[src/rtl/mac_rr_sched.sv]
// mac_rr_sched: two-client round-robin scheduler in front of one shared
// 4x4-bit multiply-accumulate unit. A granted client streams len+1 operand
// pairs; the block returns their 12-bit dot product with the client index.
//
// Ports
//   clk, rst_n           clock, async active-low reset
//   req0/req1            level job request per client
//   len0/len1            job length minus one, sampled at grant
//   a0/b0, a1/b1         unsigned operand pairs per client
//   vld0/vld1            operand-pair valid per client
//   gnt                  one-hot registered grant (01 = client 0)
//   busy                 high whenever the FSM is not idle
//   out, out_id          registered result and its client index
//   out_valid            one-cycle result strobe
//
// state | meaning
// IDLE  | waiting for a request; arbitration happens here only
// RUN   | accepting operand pairs from the granted client
// DRAIN | last product is being added into the accumulator
// OUT   | result is registered to the outputs on leaving this state
module mac_rr_sched #(
    parameter int LEN_W = 4
) (
    input  logic             clk,
    input  logic             rst_n,
    input  logic             req0,
    input  logic             req1,
    input  logic [LEN_W-1:0] len0,
    input  logic [LEN_W-1:0] len1,
    input  logic [3:0]       a0,
    input  logic [3:0]       b0,
    input  logic [3:0]       a1,
    input  logic [3:0]       b1,
    input  logic             vld0,
    input  logic             vld1,
    output logic [1:0]       gnt,
    output logic             busy,
    output logic [11:0]      out,
    output logic             out_id,
    output logic             out_valid
);

    typedef enum logic [1:0] {IDLE, RUN, DRAIN, OUT} state_t;

    localparam logic [LEN_W-1:0] CNT_ONE = LEN_W'(1);

    state_t           state_q, state_d;
    logic [1:0]       gnt_q, gnt_d;
    logic             ptr_q, ptr_d;
    logic [LEN_W-1:0] len_q, len_d;
    logic [LEN_W-1:0] cnt_q, cnt_d;
    logic [11:0]      acc_q, acc_d;
    logic [7:0]       prod_q, prod_d;
    logic             prod_v_q, prod_v_d;
    logic [11:0]      out_q, out_d;
    logic             out_id_q, out_id_d;
    logic             out_valid_q, out_valid_d;

    logic             pick1;
    logic             sel_vld;
    logic [3:0]       sel_a;
    logic [3:0]       sel_b;

    // Operand mux follows the registered grant, so the idle client never
    // reaches the multiplier.
    assign sel_vld = gnt_q[1] ? vld1 : vld0;
    assign sel_a   = gnt_q[1] ? a1   : a0;
    assign sel_b   = gnt_q[1] ? b1   : b0;

    // Pointer only breaks ties; a lone requester always wins.
    assign pick1   = (req0 && req1) ? ptr_q : req1;

    always_comb begin
        state_d     = state_q;
        gnt_d       = gnt_q;
        ptr_d       = ptr_q;
        len_d       = len_q;
        cnt_d       = cnt_q;
        acc_d       = acc_q;
        prod_d      = prod_q;
        prod_v_d    = 1'b0;
        out_d       = out_q;
        out_id_d    = out_id_q;
        out_valid_d = 1'b0;

        // Second pipeline stage runs in any state; the last add lands in DRAIN.
        if (prod_v_q) begin
            acc_d = acc_q + {4'd0, prod_q};
        end

        case (state_q)
            IDLE: begin
                if (req0 || req1) begin
                    gnt_d   = pick1 ? 2'b10 : 2'b01;
                    len_d   = pick1 ? len1 : len0;
                    cnt_d   = '0;
                    acc_d   = '0;
                    state_d = RUN;
                end
            end
            RUN: begin
                if (sel_vld) begin
                    prod_d   = {4'd0, sel_a} * {4'd0, sel_b};
                    prod_v_d = 1'b1;
                    if (cnt_q == len_q) begin
                        state_d = DRAIN;
                    end else begin
                        cnt_d = cnt_q + CNT_ONE;
                    end
                end
            end
            DRAIN: begin
                state_d = OUT;
            end
            OUT: begin
                out_d       = acc_q;
                out_id_d    = gnt_q[1];
                out_valid_d = 1'b1;
                gnt_d       = 2'b00;
                ptr_d       = ~gnt_q[1];
                state_d     = IDLE;
            end
            default: begin
                state_d = IDLE;
            end
        endcase
    end

    always_ff @(posedge clk or negedge rst_n) begin
        if (!rst_n) begin
            state_q     <= IDLE;
            gnt_q       <= 2'b00;
            ptr_q       <= 1'b0;
            len_q       <= '0;
            cnt_q       <= '0;
            acc_q       <= '0;
            prod_q      <= '0;
            prod_v_q    <= 1'b0;
            out_q       <= '0;
            out_id_q    <= 1'b0;
            out_valid_q <= 1'b0;
        end else begin
            state_q     <= state_d;
            gnt_q       <= gnt_d;
            ptr_q       <= ptr_d;
            len_q       <= len_d;
            cnt_q       <= cnt_d;
            acc_q       <= acc_d;
            prod_q      <= prod_d;
            prod_v_q    <= prod_v_d;
            out_q       <= out_d;
            out_id_q    <= out_id_d;
            out_valid_q <= out_valid_d;
        end
    end

    assign gnt       = gnt_q;
    assign busy      = (state_q != IDLE);
    assign out       = out_q;
    assign out_id    = out_id_q;
    assign out_valid = out_valid_q;

endmodule

[config.mk]
export PLATFORM = sky130hd
export DESIGN_NAME = mac_rr_sched
export DESIGN_NICKNAME = d
export VERILOG_FILES = /design/src/rtl/mac_rr_sched.sv
export SDC_FILE = /design/constraint.sdc
export NUM_CORES = 1
export LEC_CHECK = 0
export CAP_MARGIN = 20
export CORE_AREA = 4 4 104 106
export CTS_CLUSTER_SIZE = 16
export DETAILED_ROUTE_END_ITERATION = 12
export DIE_AREA = 0 0 108 110
export GPL_ROUTABILITY_DRIVEN = 0
export PLACE_DENSITY_LB_ADDON = 0.08
export SYNTH_ARGS = -nofsm -noshare
export SYNTH_HDL_FRONTEND = slang
export SYNTH_SLANG_ARGS = --single-unit
export TNS_END_PERCENT = 10
[constraint.sdc]
create_clock -name clk -period 3.6 [get_ports clk]
set_input_delay 0.72 -clock clk [delete_from_list [all_inputs] [get_ports clk]]
set_output_delay 0.72 -clock clk [all_outputs]
set_load 0.03 [all_outputs]
==> results.py <==
metrics = {
    "critical_path": {
        "slowest_delay_ps": 560,
        "arrival_ps": 3620,
        "worstReg2RegStart": "gnt[1]",
        "worstSetupPathType": "in -> reg",
        "critPathLaunch": "b0[1]",
        "cp-end-kind": "flop",
        "crit_fanout": 2,
        "crit_path_frequent_cell": "fa_1",
        "path_cells": "clkdlybuf4s50_1, nor2b_4, a32oi_2, fa_1, inv_1, fa_1, ha_1, a21o_1, a31o_2, a21oi_2, xor2_1, o21ai_1",
        "startpoint_type": "input port",
        "cp.required_ps": 3770,
        "slowest_stage": "fa_1",
    },
    "final_layout": {
        "final_area_um2": 3780,
        "diodes": 0,
        "utilization_pct": 38.7,
        "drive_above_1_share_pct": 16.3,
        "finalNetCount": 403,
        "syn_to_final_growth_pct": 29.5,
        "layoutNonFillerInstCount": 477,
    },
    "die": {
        "core_um2": 9770,
        "start_util_pct": 29.9,
        "fp.dieW_um": 108,
        "die_h_um": 110,
        "pin_count": 47,
        "die-area_um2": 11900,
        "fp-row-count": 36,
    },
    "yosys": {
        "synth_edf_count": 0,
        "synth_area_per_cell_um2": 10.5,
        "yosysSeqAreaShare_pct": 41.1,
        "synth.most_common_cell": "dfrtp_1",
        "ys_top_cells_by_count": "dfrtp_1 (48), ha_1 (25), nand2_1 (23), inv_1 (21), o21ai_0 (21)",
        "yosysWarningCount": 0,
        "yosysTopAreaCell": "dfrtp_1",
        "syn_nets": 337,
        "ys_types": 43,
        "synth_flop_cell": "dfrtp_1",
        "synth_top_area_share_pct": 41.1,
        "netlist_area_um2": 2920,
        "synth_seq_cells": 48,
        "async_flop_share_pct": 100,
        "netlist_instances": 277,
        "synth.area.top_cells": "dfrtp_1 (41%), ha_1 (11%), mux2_2 (5.4%)",
    },
    "global_route": {
        "grt_pass1_wl_um": 11200,
        "overflow": 0,
        "grt_pass1_vias": 2309,
        "track_usage_pct": 11.9,
        "grt_start_max_net_pins": 32,
        "antenna_found_initial": 0,
    },
    "power": {
        "power.density_nw_per_um2": 703,
        "cellLeakagePower_nw": 1.82,
        "finalPower_mw": 2.66,
        "peakVddDrop_mv": 0.181,
    },
    "status": {
        "status": "finished clean",
    },
    "timing": {
        "period_minus_slack_ps": 3440,
        "slew_headroom_pct": 42.7,
        "setup_tns_ps": 0,
        "setup_violations": 0,
        "slew_violations": 0,
        "fin_hold_ws_ps": 460,
        "skew_ps": 8.10,
        "worstMarginPinSlew_ps": 859,
        "fmax_ghz": 0.290,
        "hold_viol": 0,
        "fin_ws_ps": 157,
        "period_share_pct": 95.6,
    },
    "clocking": {
        "clk_latency_ps": 300,
        "cts_buffers": 5,
        "clock_path_buffers": 2,
        "cts_hold_buf": 0,
        "clock_tree.root_cell": "clkbuf_8",
        "h-tree-depth": 2,
        "cts.sinks": 48,
        "cts_tree": "yes",
        "path_clk_slew_ps": 100,
    },
    "route": {
        "antenna_left": 0,
        "drc": 0,
        "drt_iter0_drc": 126,
        "viasPerCell": 4.79,
        "num_vias": 2284,
        "wire_per_inst_um": 13.8,
        "routed_wl_um": 6590,
        "first_pass_iters": 5,
    },
    "placed_design": {
        "dp.final_hpwl_um": 5170,
        "dp_slack_ps": -300,
        "dp_cells": 468,
        "dpl_cell_area_um2": 3650,
        "port_buffers": 46,
    },
    "flow_run": {
        "drv_cap": 0,
    },
    "worst_hold_path": {
        "hold_class": "in -> async",
    },
}
[layer usage]
metal,part of all wire (%),global-route usage [%]
met5,0,0
met3,4.1,1.75
met4,1.8,4.42
met2,47,19.7
met1,47,15.8
[placed cells by master, fill, tap and decap left out, types with 9 or more instances in the layout]
cell type / instances
a21oi_1: 12
a32o_1: 10
buf_4: 20
clkdlybuf4s50_1: 45
dfrtp_1: 48
ha_1: 25
inv_1: 21
mux2_2: 14
nand2_1: 23
nor2_1: 9
o21ai_0: 20
xor2_1: 13
[power breakdown]
group | leakage, nW | switching [mW] | internal [mW]
Clock | 0.0404 | 0.193 | 0.138
Sequential | 0.632 | 0.154 | 0.730
Combinational | 1.15 | 0.783 | 0.661
Total | 1.82 | 1.13 | 1.53
[worst max-delay path: cells and delay by family]
kind,cells,cell delay (ps)
adders and majority gates,3,1310
and+or+nand+nor,1,170
xor gates and xnor gates,1,160
buffers and inverters,2,540
AOI/OAI and AO/OA,5,700
[cell families (layout without fill, tap and decap cells)]
logic type | after synthesis | in the layout | synth area share [%]
xor gates and xnor gates | 14 | 14 | 4.20
muxes | 23 | 23 | 8.65
adders and majority gates | 30 | 30 | 14.1
buffers and inverters | 29 | 96 | 3.98
AOI/OAI and AO/OA | 73 | 73 | 18.2
DFF | 48 | 48 | 41.1
and+or+nand+nor | 60 | 60 | 9.76
[path summary, 6_finish.rpt]
| path | to | slack, ps | depth (start not counted) |
|---|---|---|---|
| hold reg to reg | cnt_q[3] | 510 | 1 |
| hold / removal | len_q[2] | 460 | 1 |
| max in group asynchronous | out[3] | 2410 | 2 |
| min in group clk | cnt_q[3] | 510 | 1 |
| setup reg to reg | prod_q[7] | 480 | 11 |
| setup / recovery | prod_q[7] | 160 | 12 |
[flip-flops by register name, indices dropped and copies added (netlist names)]
name and cells:
ptr_q 1, cnt_q 4, out_id 1, out 12, state_q 2, acc_q 12
len_q 4, prod_q 8, prod_v_q 1, out_valid 1, gnt 2
[layout make-up]
cell class	count	area, um^2
Timing Repair Buffer	66	606
Multi-Input combinational cell	200	1640
Clock inverter	3	23.8
Fill cell	986	5990
Clock buffer	5	68.8
Tap cell	133	166
Inverter	22	82.6
Sequential cell	48	1200
[repair_timing]
action,4_1_cts,5_1_grt
buffers inserted,0,1
setup endpoints to repair,0,2
gates resized for setup,0,8
No activity file was read; power rests on OpenSTA's default activity.
